===== src/rtl/acc_icb_arb.sv =====
// Two-requester ICB arbiter: round-robin command grant with a stall lock, and
// in-order response routing driven by a FIFO of issuing-requester tags.
module acc_icb_arb #(
  parameter int unsigned OST_DEPTH = 4,
  parameter int unsigned AW        = 32
) (
  input  logic                         clk,
  input  logic                         rst_n,
  input  logic                         m0_icb_cmd_valid,
  output logic                         m0_icb_cmd_ready,
  input  logic                         m0_icb_cmd_read,
  input  logic [AW-1:0]                m0_icb_cmd_addr,
  input  logic [31:0]                  m0_icb_cmd_wdata,
  input  logic [3:0]                   m0_icb_cmd_wmask,
  output logic                         m0_icb_rsp_valid,
  input  logic                         m0_icb_rsp_ready,
  output logic [31:0]                  m0_icb_rsp_rdata,
  output logic                         m0_icb_rsp_err,
  input  logic                         m1_icb_cmd_valid,
  output logic                         m1_icb_cmd_ready,
  input  logic                         m1_icb_cmd_read,
  input  logic [AW-1:0]                m1_icb_cmd_addr,
  input  logic [31:0]                  m1_icb_cmd_wdata,
  input  logic [3:0]                   m1_icb_cmd_wmask,
  output logic                         m1_icb_rsp_valid,
  input  logic                         m1_icb_rsp_ready,
  output logic [31:0]                  m1_icb_rsp_rdata,
  output logic                         m1_icb_rsp_err,
  output logic                         s_icb_cmd_valid,
  input  logic                         s_icb_cmd_ready,
  output logic                         s_icb_cmd_read,
  output logic [AW-1:0]                s_icb_cmd_addr,
  output logic [31:0]                  s_icb_cmd_wdata,
  output logic [3:0]                   s_icb_cmd_wmask,
  input  logic                         s_icb_rsp_valid,
  output logic                         s_icb_rsp_ready,
  input  logic [31:0]                  s_icb_rsp_rdata,
  input  logic                         s_icb_rsp_err,
  output logic [$clog2(OST_DEPTH):0]   ost_cnt,
  output logic                         unexp_rsp_err
);

  localparam int unsigned PW = $clog2(OST_DEPTH);
  localparam logic [PW:0] DEPTH_CNT = (PW+1)'(OST_DEPTH);

  typedef enum logic {GRANT_FREE, GRANT_LOCKED} lock_t;

  lock_t                lock_q, lock_d;
  logic                 lock_sel_q;
  logic                 last_q;
  logic                 sel, sel_valid;
  logic [OST_DEPTH-1:0] tags;
  logic [PW-1:0]        wptr, rptr;
  logic [PW:0]          cnt;
  logic                 full, empty, head;
  logic                 cmd_hs, rsp_hs;

  // Outputs are gated by the (active-high) reset so nothing handshakes while held.
  always_comb begin
    full = (cnt == DEPTH_CNT);
    if (lock_q == GRANT_LOCKED)                     sel = lock_sel_q;
    else if (m0_icb_cmd_valid && m1_icb_cmd_valid)  sel = ~last_q;
    else                                            sel = m1_icb_cmd_valid & ~m0_icb_cmd_valid;
    sel_valid = sel ? m1_icb_cmd_valid : m0_icb_cmd_valid;

    s_icb_cmd_valid = sel_valid & ~full & ~rst_n;
    s_icb_cmd_read  = sel ? m1_icb_cmd_read  : m0_icb_cmd_read;
    s_icb_cmd_addr  = sel ? m1_icb_cmd_addr  : m0_icb_cmd_addr;
    s_icb_cmd_wdata = sel ? m1_icb_cmd_wdata : m0_icb_cmd_wdata;
    s_icb_cmd_wmask = sel ? m1_icb_cmd_wmask : m0_icb_cmd_wmask;

    m0_icb_cmd_ready = ~sel & s_icb_cmd_ready & ~full & ~rst_n;
    m1_icb_cmd_ready =  sel & s_icb_cmd_ready & ~full & ~rst_n;
    cmd_hs           = s_icb_cmd_valid & s_icb_cmd_ready;
    lock_d           = (s_icb_cmd_valid && !s_icb_cmd_ready) ? GRANT_LOCKED : GRANT_FREE;
  end

  // An empty FIFO still accepts a stray response so the slave never hangs.
  always_comb begin
    empty            = (cnt == '0);
    head             = tags[rptr];
    s_icb_rsp_ready  = ~rst_n & (empty | (head ? m1_icb_rsp_ready : m0_icb_rsp_ready));
    m0_icb_rsp_valid = ~rst_n & ~empty & ~head & s_icb_rsp_valid;
    m1_icb_rsp_valid = ~rst_n & ~empty &  head & s_icb_rsp_valid;
    m0_icb_rsp_rdata = s_icb_rsp_rdata;
    m1_icb_rsp_rdata = s_icb_rsp_rdata;
    m0_icb_rsp_err   = s_icb_rsp_err;
    m1_icb_rsp_err   = s_icb_rsp_err;
    rsp_hs           = s_icb_rsp_valid & s_icb_rsp_ready & ~empty;
  end

  always_ff @(posedge clk or posedge rst_n) begin
    if (rst_n) begin
      lock_q        <= GRANT_FREE;
      lock_sel_q    <= 1'b0;
      last_q        <= 1'b1;
      tags          <= '0;
      wptr          <= '0;
      rptr          <= '0;
      cnt           <= '0;
      unexp_rsp_err <= 1'b0;
    end else begin
      lock_q <= lock_d;
      if (lock_d == GRANT_LOCKED) lock_sel_q <= sel;
      if (cmd_hs) begin
        last_q     <= sel;
        tags[wptr] <= sel;
        wptr       <= wptr + PW'(1);
      end
      if (rsp_hs) rptr <= rptr + PW'(1);
      if (cmd_hs && !rsp_hs)      cnt <= cnt + (PW+1)'(1);
      else if (!cmd_hs && rsp_hs) cnt <= cnt - (PW+1)'(1);
      if (s_icb_rsp_valid && empty) unexp_rsp_err <= 1'b1;
    end
  end

  assign ost_cnt = cnt;

endmodule


===== config.mk =====
export PLATFORM = sky130hd
export DESIGN_NAME = acc_icb_arb
export DESIGN_NICKNAME = d
export VERILOG_FILES = /design/src/rtl/acc_icb_arb.sv
export SDC_FILE = /design/constraint.sdc
export NUM_CORES = 1
export LEC_CHECK = 0
export CORE_AREA = 4 4 125 127
export DETAILED_ROUTE_END_ITERATION = 16
export DIE_AREA = 0 0 129 131
export GPL_TIMING_DRIVEN = 0
export PLACE_DENSITY_LB_ADDON = 0.2
export SYNTH_ARGS = -nofsm -noshare
export SYNTH_HDL_FRONTEND = slang
export SYNTH_SLANG_ARGS = --single-unit

===== constraint.sdc =====
create_clock -name clk -period 2.9 [get_ports clk]
set_input_delay 0.29 -clock clk [delete_from_list [all_inputs] [get_ports clk]]
set_output_delay 0.29 -clock clk [all_outputs]
set_load 0.005 [all_outputs]

-- After elaboration in Yosys (flattened, before gate mapping)
Index checks and enable logic that the tools add are counted.
- mux-type cells: 16
- equality and inequality tests: 1
- order comparisons: 3
- add/sub/neg operators: 4
- bitwise operators: 26
- reduce and logical (&&, ||, !) cells: 11
- operator list (operator ; number):
    $mux W32 ; 2
    $and A1 B1 Y1 ; 18
    $mux W1 ; 8
    $not A1 Y1 ; 7
    $logic_and A1 B1 Y1 ; 6
    $lt A2 B3 Y1 const B ; 2
    $mux W3 ; 2
    $add A2 B1 Y2 const B ; 2
    $bwmux W4 ; 1
    $mux W4 ; 1
    $add A3 B1 Y3 const B ; 1
    $eq A3 B3 Y1 const B ; 1
    $logic_not A1 Y1 ; 3
    $logic_not A3 Y1 ; 1
    $sub A3 B1 Y3 const B ; 1
    $bmux W1 S2 ; 1
    $demux W1 S2 ; 1
    $ge A2 B1 Y1 const B ; 1
    $reduce_bool A2 Y1 ; 1
    $or A1 B1 Y1 ; 1
- output and inout port bits: 145
- flip-flop bits (word level): 15
- bits of input ports: 179

-- Depth between registers and ports, before layout
Gate-level depths: netlist of the first run.
- depth in word-level cells: 12
- mapped depth: 10
- depth with buffers taken out: 9

-- Worst setup path before layout of the first run
OpenSTA, ideal clock, no wires.
- path kind: reg2reg
- from: register rptr[0]
- to: register cnt[1], in the netlist ost_cnt[1]
- data arrival time: 2224 ps
- data required time: 2775 ps
- path buffers: 0
- setup time: 125 ps
- path slack: 551 ps
- period minus slack after synthesis: 2349 ps
- stages on the path, launching flop included: 8
- cell sequence: dfrtp_1 > mux4_2 > mux2i_1 > or2_4 > ha_1 > inv_1 > fa_1 > mux2_2
- longest elaborated chain between the ends: 10
- elaborated cells on any way between the ends: 12
- those cells by class: mux (4); bitwise (4); reduce/logical (4)
- ends and longest elaborated chain (item ; line ; source):
    from (decl) ; 53 ; logic [PW-1:0] wptr, rptr;
    from (signal assigned) ; 110 ; if (rsp_hs) rptr <= rptr + PW'(1);
    $bmux W1 S2 * ; 81 ; head = tags[rptr];
    $mux W1 (not written as such) * ; 81 ;
    $mux W1 * ; 82 ; s_icb_rsp_ready = ~rst_n & (empty | (head ? m1_icb_rsp_ready : m0_icb_rsp_ready));
    $or A1 B1 Y1 * ; 82 ;
    $and A1 B1 Y1 * ; 82 ;
    $and A1 B1 Y1 * (2 in a row) ; 89 ; rsp_hs = s_icb_rsp_valid & s_icb_rsp_ready & ~empty;
    $logic_not A1 Y1 ; 111 ; if (cmd_hs && !rsp_hs) cnt <= cnt + (PW+1)'(1);
    $logic_and A1 B1 Y1 ; 111 ;
    $mux W3 / $reduce_bool A2 Y1 (equally long branches) ; - ;
    to (signal assigned) ; 111 ;
    to (signal assigned) ; 112 ; else if (!cmd_hs && rsp_hs) cnt <= cnt - (PW+1)'(1);
    to (decl) ; 54 ; logic [PW:0] cnt;
Every way passes the cells marked *; elsewhere a longest branch is shown, timed or not. The select of a mux whose other input is x is not followed.
A chain may end at the register's enable or synchronous reset.

-- Worst setup path in the final report of the first run
- from: input rst_n
- to: register cnt[1], in the netlist ost_cnt[1]
- longest elaborated chain between the ends: 7
- elaborated cells on any way between the ends: 12
- those cells by class: mux (1); bitwise (6); reduce/logical (5)
- ends and longest elaborated chain (item ; line ; source):
    from (decl) ; 8 ; input logic rst_n,
    $not A1 Y1 * ; 66, 82 ;
    $and A1 B1 Y1 ; 82 ;
    $and A1 B1 Y1 (2 in a row) ; 89 ;
    $logic_not A1 Y1 ; 111 ;
    $logic_and A1 B1 Y1 ; 111 ;
    $mux W3 / $reduce_bool A2 Y1 (equally long branches) ; - ;
Every way passes the cells marked *; elsewhere a longest branch is shown, timed or not.

==> reports/qor.yml, run 1 <==
outcome:
  status: "finished, final reports clean"
yosys:
  yosysTopAreaCell: "mux2_2"
  synth.top_cell.area_share: 0.3689
  ys_ff_latch: 15
  ys_warn_count: 0
  synth.yosys.seq_area_share: 0.1762
  synthAdderAreaFrac: 0.03864
  synth_cell_type_count: 29
  avgSynthCellArea_um2: 9.848
  synthSimpleGateAreaFrac: 0.04157
  netlist_instances: 217
  synthMuxAreaShare: 0.3841
  synth.area.top_cells: "mux2_2 37%, buf_4 24%, dfrtp_1 16%"
  mappedNetlistArea_mm2: 0.002137
  synthesis.nets: 402
  synth_xor_xnor_area_share: 0.02459
  synth_top_family_by_area: "multiplexers"
  synth_compound_area_frac: 0.06616
global_route:
  grt_pass1_vias: 2714
  antenna_found_initial: 0
  grt_pass1_wl_mm: 15.32
  track_usage: 0.1137
  grt_max_degree: 18
  grt_overflow: 0
detailed_routing:
  via_per_inst: 3.769
  drt-total-wl_mm: 11.22
  wire_per_inst_um: 16.11
  vias: 2623
  drtPass1Iterations: 4
  drc: 0
  drt-initial-drc-count: 40
  ant_nets: 0
clocking:
  cts_tree: "built"
  cts_hold_buf: 0
  insertion_delay_ns: 0.24
  cts_max_path_buffers: 2
  numCtsBuffers: 3
  cts_sinks: 15
  clk_pin_slew_ns: 0.05
  cts_max_level: 1
  cts-root-buf: "clkbuf_16"
sta:
  finalSetupViolCount: 0
  hold_viol: 0
  finClkSkew_ns: 0.003103
  rsz0062_at_grt: "no"
  period_minus_slack_ns: 2.656
  drv_slew: 0
  fin_crit_sh: 0.9160
  worst_slew_pin_slew_ns: 0.6143
  tns_ns: 0
  clock.fmax_ghz: 0.3764
  maxSlewHeadroom: 0.5900
run:
  drv_cap: 0
floorplan:
  die_x_um: 129
  coreArea_mm2: 0.01442
  io-pin-count: 324
  dieArea_mm2: 0.01690
  die_y_um: 131
  fp-row-count: 44
  initial_core_util: 0.1482
cells_and_area:
  antenna_cells_inserted: 0
  fillerInstances: 1417
  layout-drive-gt1-share: 0.3047
  nets: 698
  final_cells: 696
  areaGrowthSynthToFinish_pct: 151.8
  fin_util: 0.3731
place:
  place_congestion: 0.7232
  portBuffers: 290
  hpwl_mm: 10.07
  place_inst: 691
min_path:
  hold-path-cell-count: 1
  hold_path.class: "flip-flop to flip-flop"
  whs_endpoint: "rptr[1]"
  hp-start: "rptr[1]"
setup_path:
  cp_common_cell: "inv_1"
  path_delay_family: "buffers and inverters"
  cp.required_ns: 3.03
  max_stage_delay_ns: 0.52
  rrSetupSlack_ns: 0.38
  cp_num_buf_inv: 3
  crit_type: "input pin to flip-flop"
  reg2reg_depth: 9
  crit_chain: "clkdlybuf4s50_1 -> inv_1 -> nand3_1 -> or2_4 -> ha_1 -> inv_1 -> fa_1 -> mux2_2"
  worstPathMaxFanout: 17
  r2r-start: "rptr[0]"
  rr_endpoint: "ost_cnt[2]"
  cp-end-kind: "flip-flop"
  cp.arrival_ns: 2.78
  cp-start-kind: "input pin"
  worst_path_max_delay_cell: "clkdlybuf4s50_1"
power_and_ir_drop:
  design_power_total_w: 0.002303
  ir_drop_mv: 0.2641
  p_leak_nw: 2.174
  p_per_area_mw_per_mm2: 427.9
## layout make-up
cell class | instances | area, um2 | area share
plain buffers | 75 | 550.5 | 0.1023
clock buffers | 4 | 78.83 | 0.01465
inverters | 7 | 26.28 | 0.004883
multi-input cells | 120 | 1209 | 0.2246
flip-flops and latches | 15 | 376.6 | 0.06998
well taps | 184 | 230.2 | 0.04278
repair buffers | 291 | 2910 | 0.5408
## where the power goes
part | switching [W] | internal, W
logic | 0.000541 | 0.00108
registers | 0.0000954 | 0.000316
clock network | 0.0000801 | 0.000186
## synthesized netlist by cell type
library cell	n
or3_1	1
mux2i_1	1
inv_1	7
mux4_2	1
or2_4	1
fa_1	1
and2_1	3
xnor2_1	3
a31oi_1	9
o21ai_0	1
nor3b_1	1
nand3_1	2
nor2b_1	1
a21oi_1	6
o21bai_1	1
a211oi_2	1
buf_2	6
mux2_2	70
a211oi_1	1
a2bb2oi_2	1
and4_2	1
dfstp_2	1
a21boi_0	1
dfrtp_1	14
xor2_1	3
nor2_1	4
and3_1	1
buf_4	69
ha_1	5
## how the worst max path moves through the flow
stage / from / end / slack (ns) / depth (start not counted)
floorplan: rptr[0] / ost_cnt[1] / 0.55 / 7
global placement: m0_icb_cmd_valid / s_icb_cmd_wdata[2] / -0.16 / 7
detailed placement: m0_icb_cmd_valid / s_icb_cmd_wdata[4] / -0.23 / 7
CTS: m0_icb_cmd_valid / s_icb_cmd_wdata[2] / 0.04 / 7
global route: rst_n / ost_cnt[1] / 0.01 / 8
finish: rst_n / ost_cnt[1] / 0.24 / 8
## routing by layer
metal  part of all wire  global-route usage
met1               0.37              0.1343
met2               0.54              0.2174
met3              0.093             0.03049
met4            0.00053            0.001853
met5                  0                   0
## timing repair
item                                    CTS  global route
resized for setup                         2             3
pin swaps                                 0             1
endpoints found under the setup margin   25             8
setup buffers                             0             1
## flip-flops by register name, summed over array words and instances, names as in the netlist
register	flops
tags	4
ost_cnt	3
rptr	2
wptr	2
last_q	1
lock_q	1
lock_sel_q	1
unexp_rsp_err	1
## cells in the final DEF (no fill, tap or decap), types with 3 or more instances in the layout
cell type        synthesis  routed
a21oi_1                  6       5
a31oi_1                  9       9
and2_1                   3       3
buf_2                    6       5
buf_4                   69      71
clkbuf_16                0       3
clkdlybuf4s50_1          0     290
dfrtp_1                 14      14
ha_1                     5       5
inv_1                    7       7
mux2_2                  70      70
nor2_1                   4       4
xnor2_1                  3       3
xor2_1                   3       3
## kinds of logic after synthesis
logic type,after synthesis
buffers and inverters,82
and+or+nand+nor,15
muxes,72
adders and majority gates,6
AOI/OAI and AO/OA,21
DFF,15
xor gates and xnor gates,6
## per-stage QoR
step | area [um2] | hold WS, ns | setup slack [ns]
after floorplan | 2137 | 0.2038 | 0.5514
after CTS | 5355 | 0.4758 | 0.04498
after global placement | 5270 | 0.4712 | -0.1573
final | 5381 | 0.4718 | 0.2436
after global routing | 5381 | 0.4879 | 0.01160
after detailed placement | 5270 | 0.4652 | -0.2329
No activity file was read; power rests on OpenSTA's default activity.
==> inputs of run 2 (changes only) <==
--- a/config.mk
+++ b/config.mk
@@ -9,7 +9,7 @@
 export DETAILED_ROUTE_END_ITERATION = 16
 export DIE_AREA = 0 0 129 131
 export GPL_TIMING_DRIVEN = 0
-export PLACE_DENSITY_LB_ADDON = 0.2
+export PLACE_DENSITY = 0.6
 export SYNTH_ARGS = -nofsm -noshare
 export SYNTH_HDL_FRONTEND = slang
 export SYNTH_SLANG_ARGS = --single-unit
==> run 2 against run 1 <==
Count of clock-buffer cells in the layout is 1 lower; flip-flop and latch count unchanged; combinational power increased by 2%; clock skew about the same; sequential power hardly changed; first-iteration DRC count up 75%; power up 2.1%; clock power is 2% higher; fmax down 1.1%; global-route usage is 3.2 points higher; sequential share of layout area barely moved.
==> reports/qor.yml, run 2 (synthesized netlist as in run 1, its figures left out) <==
detailed_routing:
  drt-total-wl_mm: 14.05
  ant_nets: 0
  wire_per_inst_um: 20.12
  drc: 0
  via_per_inst: 3.791
  drtPass1Iterations: 4
  vias: 2646
  drt-initial-drc-count: 70
place:
  place_congestion: 0.7537
  hpwl_mm: 12.70
  portBuffers: 290
cells_and_area:
  nets: 700
  layout-drive-gt1-share: 0.3093
  final_common_cell: "clkdlybuf4s50_1"
  antenna_cells_inserted: 0
  regArea_um2: 376.6
  top_register: "tags"
  multi_input_area_mm2: 0.001190
  mostFrequentLayoutCells: "290 x clkdlybuf4s50_1, 73 x buf_4, 70 x mux2_2"
  fillerInstances: 1431
  largest_reg_flops: 4
  areaGrowthSynthToFinish_pct: 151.7
power_and_ir_drop:
  power.net_switching_w: 0.0007642
  ir_drop_mv: 0.1833
  p_leak_nw: 2.180
  comb_power_share: 0.711
  sw_frac_of_total: 0.3251
  clkPwrFrac: 0.116
  p_int_w: 0.001587
  p_per_area_mw_per_mm2: 437.0
  p_seq_frac: 0.174
sta:
  tns_ns: 0
  worst_slew_pin_slew_ns: 0.6739
  maxSlewHeadroom: 0.5499
  rsz0062_at_grt: "no"
  drv_slew: 0
  hold_viol: 0
  period_minus_slack_ns: 2.687
  hold_ws_ns: 0.4683
  fin_crit_sh: 0.9265
  clock.fmax_ghz: 0.3722
  finClkSkew_ns: 0.002928
  finalSetupViolCount: 0
clocking:
  insertion_delay_ns: 0.25
  clk_pin_slew_ns: 0.05
  cts_max_level: 1
  cts-root-buf: "clkbuf_16"
  cts_max_path_buffers: 2
  cts_hold_buf: 0
  cts_sinks: 15
  cts_tree: "built"
  numCtsBuffers: 3
global_route:
  antenna_found_initial: 1
  track_usage: 0.1459
  grt_overflow: 0
  grt_pass1_vias: 2816
  grt_pass1_wl_mm: 18.04
  grt_max_degree: 18
outcome:
  status: "finished, final reports clean"
floorplan:
  io-pin-count: 324
  die_y_um: 131
  initial_core_util: 0.1482
  fp-row-count: 44
  die_x_um: 129
  coreArea_mm2: 0.01442
  dieArea_mm2: 0.01690
setup_path:
  crit_type: "input pin to output pin"
  cp.required_ns: 2.61
  worstPathMaxFanout: 10
  cp.arrival_ns: 2.40
  cp-end-kind: "output pin"
  cp-start-kind: "input pin"
min_path:
  hold_path.class: "flip-flop to flip-flop"
run:
  drv_cap: 0
run 2: critical path, stage by stage:
cell and delay [ns]:
clkdlybuf4s50_1 0.51, a211oi_1 0.10, a21oi_2 0.18, buf_4 0.16, buf_2 0.23, mux2_2 0.38
clkdlybuf4s50_1 0.55
run 2: path summary, 6_finish.rpt:
check | startpoint | to | depth (start not counted) | slack (ns)
worst min register to register | unexp_rsp_err | unexp_rsp_err | 1 | 0.47
worst max register to register | ost_cnt[0] | ost_cnt[2] | 10 | 0.23
min in group asynchronous | rst_n | ost_cnt[2] | 2 | 0.56
worst max-delay path | m0_icb_cmd_valid | s_icb_cmd_wdata[28] | 7 | 0.21
max in group asynchronous | rst_n | tags[2] | 2 | 1.93
worst min-delay path | unexp_rsp_err | unexp_rsp_err | 1 | 0.47
run 2: per-layer routing:
| layer | global-route usage | part of all wire |
|---|---|---|
| met2 | 0.2290 | 0.47 |
| met1 | 0.1410 | 0.30 |
| met3 | 0.1504 | 0.22 |
| met5 | 0 | 0.0014 |
| met4 | 0.01359 | 0.0039 |
run 2: power groups by stage:
stage	registers (W)	clock network (W)	logic, W
final	0.000409	0.000272	0.00167
after global routing	0.000424	0.000291	0.00181
after CTS	0.000410	0.000278	0.00169
after detailed placement	0.000411	0	0.00167
after global placement	0.000404	0	0.00166
after floorplan	0.000392	0	0.000739
run 2: per-stage QoR:
step                  util  total power, W  setup slack, ns  instances  cell area, um2
floorplan                -        0.001130           0.5514        217            2137
global placement    0.3654        0.002060          -0.2408        691            5270
detailed placement  0.3654        0.002083          -0.2638        691            5270
CTS                 0.3714        0.002380          0.01632        695            5356
global route        0.3729        0.002522          0.01101        698            5379
finish              0.3729        0.002351           0.2132        698            5379
run 2: timing repair:
action	in CTS	in global routing
resized for setup	2	0
pin swaps	0	1
setup endpoints to repair	40	14
setup buffers	0	3
run 2: area by class of cell:
class / count / area share
repair buffers: 293 / 0.5438
multi-input cells: 120 / 0.2212
plain buffers: 75 / 0.1023
flip-flops and latches: 15 / 0.07002
well taps: 184 / 0.04280
clock buffers: 3 / 0.01396
inverters: 7 / 0.004885
clock inverters: 1 / 0.0009304
